--- src/rtl/bit_serializer.sv ---
// bit_serializer: parallel-to-serial stage feeding the zero-detector X input.
// A WIDTH-bit word is taken through a valid/ready handshake and shifted out
// one bit per clock. Back-to-back words run with no idle gap, frame_done marks
// the last bit of each word and word_cnt counts completed words (mod 256).
module bit_serializer #(
    parameter int WIDTH      = 8,
    parameter bit MSB_FIRST  = 1'b1,
    parameter bit IDLE_LEVEL = 1'b1
) (
    input  logic             clk,
    input  logic             rst,
    input  logic [WIDTH-1:0] din,
    input  logic             load_valid,
    output logic             load_ready,
    output logic             x_out,
    output logic             bit_valid,
    output logic             frame_done,
    output logic [7:0]       word_cnt
);

    localparam int CNT_W = $clog2(WIDTH);
    localparam logic [CNT_W-1:0] CNT_LAST = CNT_W'(WIDTH - 1);
    localparam logic [CNT_W-1:0] CNT_PEN  = CNT_W'(WIDTH - 2);

    localparam logic [0:0] ST_IDLE  = 1'b0;
    localparam logic [0:0] ST_SHIFT = 1'b1;

    // Bit that leaves the word first in the chosen bit order.
    function automatic logic first_bit(input logic [WIDTH-1:0] w);
        return MSB_FIRST ? w[WIDTH-1] : w[0];
    endfunction

    // Drops the bit just sent so the next one sits in the first_bit position.
    function automatic logic [WIDTH-1:0] advance(input logic [WIDTH-1:0] w);
        return MSB_FIRST ? (w << 1) : (w >> 1);
    endfunction

    logic [0:0]       state_q, state_d;
    logic [WIDTH-1:0] sreg_q, sreg_d;
    logic [CNT_W-1:0] bit_cnt_q, bit_cnt_d;
    logic             x_out_q, x_out_d;
    logic             bit_valid_q, bit_valid_d;
    logic             frame_done_q, frame_done_d;
    logic [7:0]       word_cnt_q, word_cnt_d;

    logic             last_bit;
    logic             accept;
    logic [WIDTH-1:0] sreg_adv;

    assign last_bit   = (state_q == ST_SHIFT) && (bit_cnt_q == CNT_LAST);
    assign load_ready = (state_q == ST_IDLE) || last_bit;
    assign accept     = load_valid && load_ready;
    assign sreg_adv   = advance(sreg_q);

    // Next-state logic: load on accept, otherwise shift or fall back to idle.
    always_comb begin
        state_d      = state_q;
        sreg_d       = sreg_q;
        bit_cnt_d    = bit_cnt_q;
        x_out_d      = x_out_q;
        bit_valid_d  = bit_valid_q;
        word_cnt_d   = word_cnt_q;
        // Registered so it is high exactly while the last bit is on x_out.
        frame_done_d = (state_q == ST_SHIFT) && (bit_cnt_q == CNT_PEN);

        if (last_bit) begin
            word_cnt_d = word_cnt_q + 8'd1;
        end

        if (accept) begin
            state_d     = ST_SHIFT;
            sreg_d      = din;
            bit_cnt_d   = '0;
            x_out_d     = first_bit(din);
            bit_valid_d = 1'b1;
        end else if (last_bit) begin
            state_d     = ST_IDLE;
            x_out_d     = IDLE_LEVEL;
            bit_valid_d = 1'b0;
        end else if (state_q == ST_SHIFT) begin
            sreg_d      = sreg_adv;
            bit_cnt_d   = bit_cnt_q + 1'b1;
            x_out_d     = first_bit(sreg_adv);
        end
    end

    // State and output registers; reset aborts any word in flight.
    always_ff @(posedge clk) begin
        if (rst) begin
            state_q      <= ST_IDLE;
            sreg_q       <= '0;
            bit_cnt_q    <= '0;
            x_out_q      <= IDLE_LEVEL;
            bit_valid_q  <= 1'b0;
            frame_done_q <= 1'b0;
            word_cnt_q   <= 8'd0;
        end else begin
            state_q      <= state_d;
            sreg_q       <= sreg_d;
            bit_cnt_q    <= bit_cnt_d;
            x_out_q      <= x_out_d;
            bit_valid_q  <= bit_valid_d;
            frame_done_q <= frame_done_d;
            word_cnt_q   <= word_cnt_d;
        end
    end

    assign x_out      = x_out_q;
    assign bit_valid  = bit_valid_q;
    assign frame_done = frame_done_q;
    assign word_cnt   = word_cnt_q;

endmodule

--- config.mk ---
export PLATFORM = sky130hd
export DESIGN_NAME = bit_serializer
export DESIGN_NICKNAME = d
export VERILOG_FILES = /design/src/rtl/bit_serializer.sv
export SDC_FILE = /design/constraint.sdc
export NUM_CORES = 1
export LEC_CHECK = 0
export ABC_AREA = 0
export CORE_ASPECT_RATIO = 1.5
export CORE_UTILIZATION = 47
export DETAILED_ROUTE_END_ITERATION = 8
export PLACE_DENSITY = 0.83
export REMOVE_ABC_BUFFERS = 1
export SKIP_LAST_GASP = 1
export SYNTH_ARGS = -nofsm -noshare
export SYNTH_HDL_FRONTEND = slang
export SYNTH_SLANG_ARGS = --single-unit
--- constraint.sdc ---
create_clock -name clk -period 2.4 [get_ports clk]
set_clock_uncertainty 0.2 [all_clocks]
set_input_delay 0.6 -clock clk [delete_from_list [all_inputs] [get_ports clk]]
set_output_delay 0.6 -clock clk [all_outputs]
set_load 0.05 [all_outputs]
==> metrics.log, run 1 <==
INFO  metric outcome = complete, no violations
INFO  metric timing_hold_violations_final = 0
INFO  metric synth_ff_type = sky130_fd_sc_hd__dfxtp_1
INFO  metric detail-route-antenna-nets = 0
INFO  metric portBuffers = 22
INFO  metric finalCritPeriodShare = 97.5%
INFO  metric pre_cts_ws = roughly 0.35 ns
INFO  metric post_synth.cell_area_avg = just over 9 sq um
INFO  metric rsz0062_at_grt = false
INFO  metric grt_start_max_net_pins = 18
INFO  metric crit_path_start = word_cnt[5]
INFO  metric cts-buffers-inserted = 3
INFO  metric num-nets-final = between 100 and 150
INFO  metric power_density = a little over 500 mW/mm^2
INFO  metric tns = 0 ns
INFO  metric die-area = 0.00218 sq mm
INFO  metric worst_path_clk_slew = 0.11 ns
INFO  metric die_h = about 57 microns
INFO  metric place_hpwl = between 1 and 1.5 mm
INFO  metric gp_congestion = approximately 0.74
INFO  metric post-route-min-period = 2.34 ns
INFO  metric drv_slew = 0
INFO  metric clkPwrFrac = between 20% and 30%
INFO  metric max-slew-margin-rel = 66.3%
INFO  metric netlist.area_leader.share = approximately 45%
INFO  metric slowest_delay = 0.83 ns
INFO  metric critical_path.reg2reg.startpoint = bit_cnt_q[0]
INFO  metric initial_standard_cell_utilization_of_the_core = approximately 50%
INFO  metric max-clock-path-buffers = 2
INFO  metric cell_type_of_the_slowest_stage_on_the_worst_timing_path = sky130_fd_sc_hd__clkdlybuf4s50_1
INFO  metric async_flop_share = 0%
INFO  metric switching_share = around 25%
INFO  metric cts_tree = yes
INFO  metric internal-power = approximately 0.47 mW
INFO  metric timing.final.ws_setup = approximately 0.059 ns
INFO  metric sequentialPowerShare = between 50 and 60%
INFO  metric synth_area = ~940 sq um
INFO  metric yosys.area.top_type = sky130_fd_sc_hd__dfxtp_1
INFO  metric vdd.ir_drop.worst = approximately 0.00040 V
INFO  metric leakagePower = 0.559 nW
INFO  metric synth_sequential_area_ratio = approximately 45%
INFO  metric p_switching = around 0.16 mW
INFO  metric count_of_buffer_and_inverter_cells_on_the_critical_path = 1
INFO  metric synthCells = between 100 and 150
INFO  metric core_area = between 0.0015 and 0.002 sq mm
INFO  metric cts.sinks = 21
INFO  metric regToRegSetupSlack = between 0.4 and 0.5 ns
INFO  metric drt_first_iter_violations = 24
INFO  metric netlist-cell-type-count = 30
INFO  metric clockRootBuffer = sky130_fd_sc_hd__clkbuf_4
INFO  metric crit_path_cell_trace = clkdlybuf4s50_1
INFO  metric cts-htree-levels = 1
INFO  metric grt_first_pass_wirelength = approximately 3.3 mm
INFO  metric critPathCaptureType = output port
INFO  metric worstSkewPairLatency = around 0.30 ns
INFO  metric min_from = word_cnt[7]
INFO  metric share_comb_of_total_power = 15.2%
INFO  metric num_vias = approximately 860
INFO  metric critical_path.startpoint_type = flip-flop
INFO  metric design_power_total = 0.634 mW
INFO  metric grt_util_all_layers = about a fifth
INFO  metric num_rows = 19
INFO  metric number_of_flops_mapped_to_enable_cells_by_yosys = 0
INFO  metric final_layout_size_suffix_gt1_share = approximately an eighth
INFO  metric postLayoutCoreUtil = between 60% and 70%
INFO  metric actual_slew_at_the_worst_max_slew_pin = approximately 0.50 ns
INFO  metric detail_route.drc_violations = 0
INFO  metric synth_warn = 0
INFO  metric diodes = 0
INFO  metric residual_overflow_from_global_routing = 0
INFO  metric wirelength = 1.83 mm
INFO  metric layout-area-overhead-vs-synth = 32.9%
INFO  metric drt_pre_antenna_iters = 4
INFO  metric critPathKind = reg2out
INFO  metric ys_seq_elements = 21
INFO  metric min-delay-path-class = reg2reg
INFO  metric cp_data_required_time = roughly 1.6 ns
INFO  metric maxClockFrequency = 427 MHz
INFO  metric grt_antenna_before_repair = 0
INFO  metric number_of_global_route_vias_before_repair = approximately 850
INFO  metric critical_path_arrival = about 1.5 ns
INFO  metric io_pins = 23
INFO  metric cp_top_family = buffers and inverters
INFO  metric setup_viol = 0
INFO  metric wl_per_cell = 12.1 microns
INFO  metric via_per_inst = around 5.7
INFO  metric ranking_of_synthesized_cells_by_area = sky130_fd_sc_hd__dfxtp_1 45%, sky130_fd_sc_hd__mux2i_1 7.5%, sky130_fd_sc_hd__a21oi_1 5.3%
INFO  metric maxCapViolCount = 0
INFO  metric timing.critical_path.fanout_max = 5
INFO  metric die_width = 38.4 microns
==> registers in the layout, indices dropped and copies added (netlist names) <==
| register | flops |
|---|---|
| sreg_q | 7 |
| bit_cnt_q | 3 |
| frame_done | 1 |
| x_out | 1 |
| word_cnt | 8 |
| bit_valid | 1 |
==> what timing repair did <==
action | 4_1_cts | 5_1_grt
hold buffers | 0 | 0
gates resized for setup | 0 | 4
endpoints found under the setup margin | 0 | 5
buffers inserted | 0 | 1
==> power groups by stage <==
stage	Combinational (mW)	Clock, mW	Sequential [mW]
floorplan	0.0364	0	0.388
global placement	0.0928	0	0.378
detailed placement	0.0947	0	0.378
CTS	0.0951	0.172	0.370
global route	0.107	0.182	0.372
finish	0.0965	0.167	0.371
==> logic make-up after synthesis <==
| family | Yosys count | synth area share, % |
|---|---|---|
| xor+xnor | 2 | 1.87 |
| buf+inv | 10 | 5.08 |
| fa+ha+maj | 4 | 5.35 |
| flops | 21 | 44.9 |
| mux | 8 | 8.69 |
| compound gates | 23 | 14.7 |
| simple gates | 35 | 19.4 |
==> routing by layer <==
layer | vias up | GRT usage (%) | routed length [microns]
met5 | - | 0 | 0
met4 | 0 | 8.87 | 20
met3 | 4 | 2.37 | 73
met2 | 26 | 36.6 | 941
met1 | 406 | 23.3 | 799
li1 | 423 | - | -
==> final timing paths <==
| path | cells after the start | endpoint |
|---|---|---|
| setup / recovery | 1 | word_cnt[5] |
| hold / removal | 2 | word_cnt[7] |
| setup reg to reg | 6 | word_cnt[5] |
| hold reg to reg | 2 | word_cnt[7] |
==> layout make-up <==
| type | instances | area [sq um] |
|---|---|---|
| Clock buffer | 4 | 26.3 |
| Fill cell | 163 | 611 |
| Inverter | 5 | 20.0 |
| Multi-Input combinational cell | 72 | 468 |
| Sequential cell | 21 | 420 |
| Tap cell | 21 | 26.3 |
| Timing Repair Buffer | 28 | 283 |
==> Yosys cell counts, types with 2 or more instances <==
cell type / count
sky130_fd_sc_hd__ha_1: 4
sky130_fd_sc_hd__inv_1: 4
sky130_fd_sc_hd__buf_4: 2
sky130_fd_sc_hd__a21oi_1: 10
sky130_fd_sc_hd__o21ai_0: 3
sky130_fd_sc_hd__xor2_1: 2
sky130_fd_sc_hd__nand3_1: 6
sky130_fd_sc_hd__nand2_1: 7
sky130_fd_sc_hd__o31ai_1: 2
sky130_fd_sc_hd__a211oi_1: 6
sky130_fd_sc_hd__nand4_1: 2
sky130_fd_sc_hd__nor2_1: 10
sky130_fd_sc_hd__or4_1: 2
sky130_fd_sc_hd__mux2i_1: 7
sky130_fd_sc_hd__dfxtp_1: 21
==> stage by stage <==
step                      hold WS, ns  cells  area, sq um
final                           0.287    151         1240
after global routing            0.325    151         1240
after CTS                       0.284    150         1230
after detailed placement        0.268    146         1200
after global placement          0.262    146         1200
after floorplan                 0.255     98          908
==> placed cells by master (no fill, tap or decap), drive strengths merged, types with 3 or more instances in the layout <==
master         instances
buf                    8
mux2i                  7
nand2                  7
clkbuf                 4
nand3                  7
dlymetal6s2s           4
a211oi                 6
clkdlybuf4s50         16
o21ai                  3
ha                     4
inv                    4
dfxtp                 21
nor2                  10
a21oi                 10
Note: power is estimated with default switching activity, not from simulation.
==> run 2, diff against run 1 <==
- MAX_ROUTING_LAYER: not set -> met4
- SKIP_LAST_GASP: 1 -> not set
==> results of run 2 <==
Final layout, timing and power as in run 1 (identical DEF).
Main changes from that run: final weighted congestion in routability-driven placement 0.739 -> 0.748; via count of the first global-routing pass 846 -> 847; overall routing resource usage 20.6% -> 21.1%
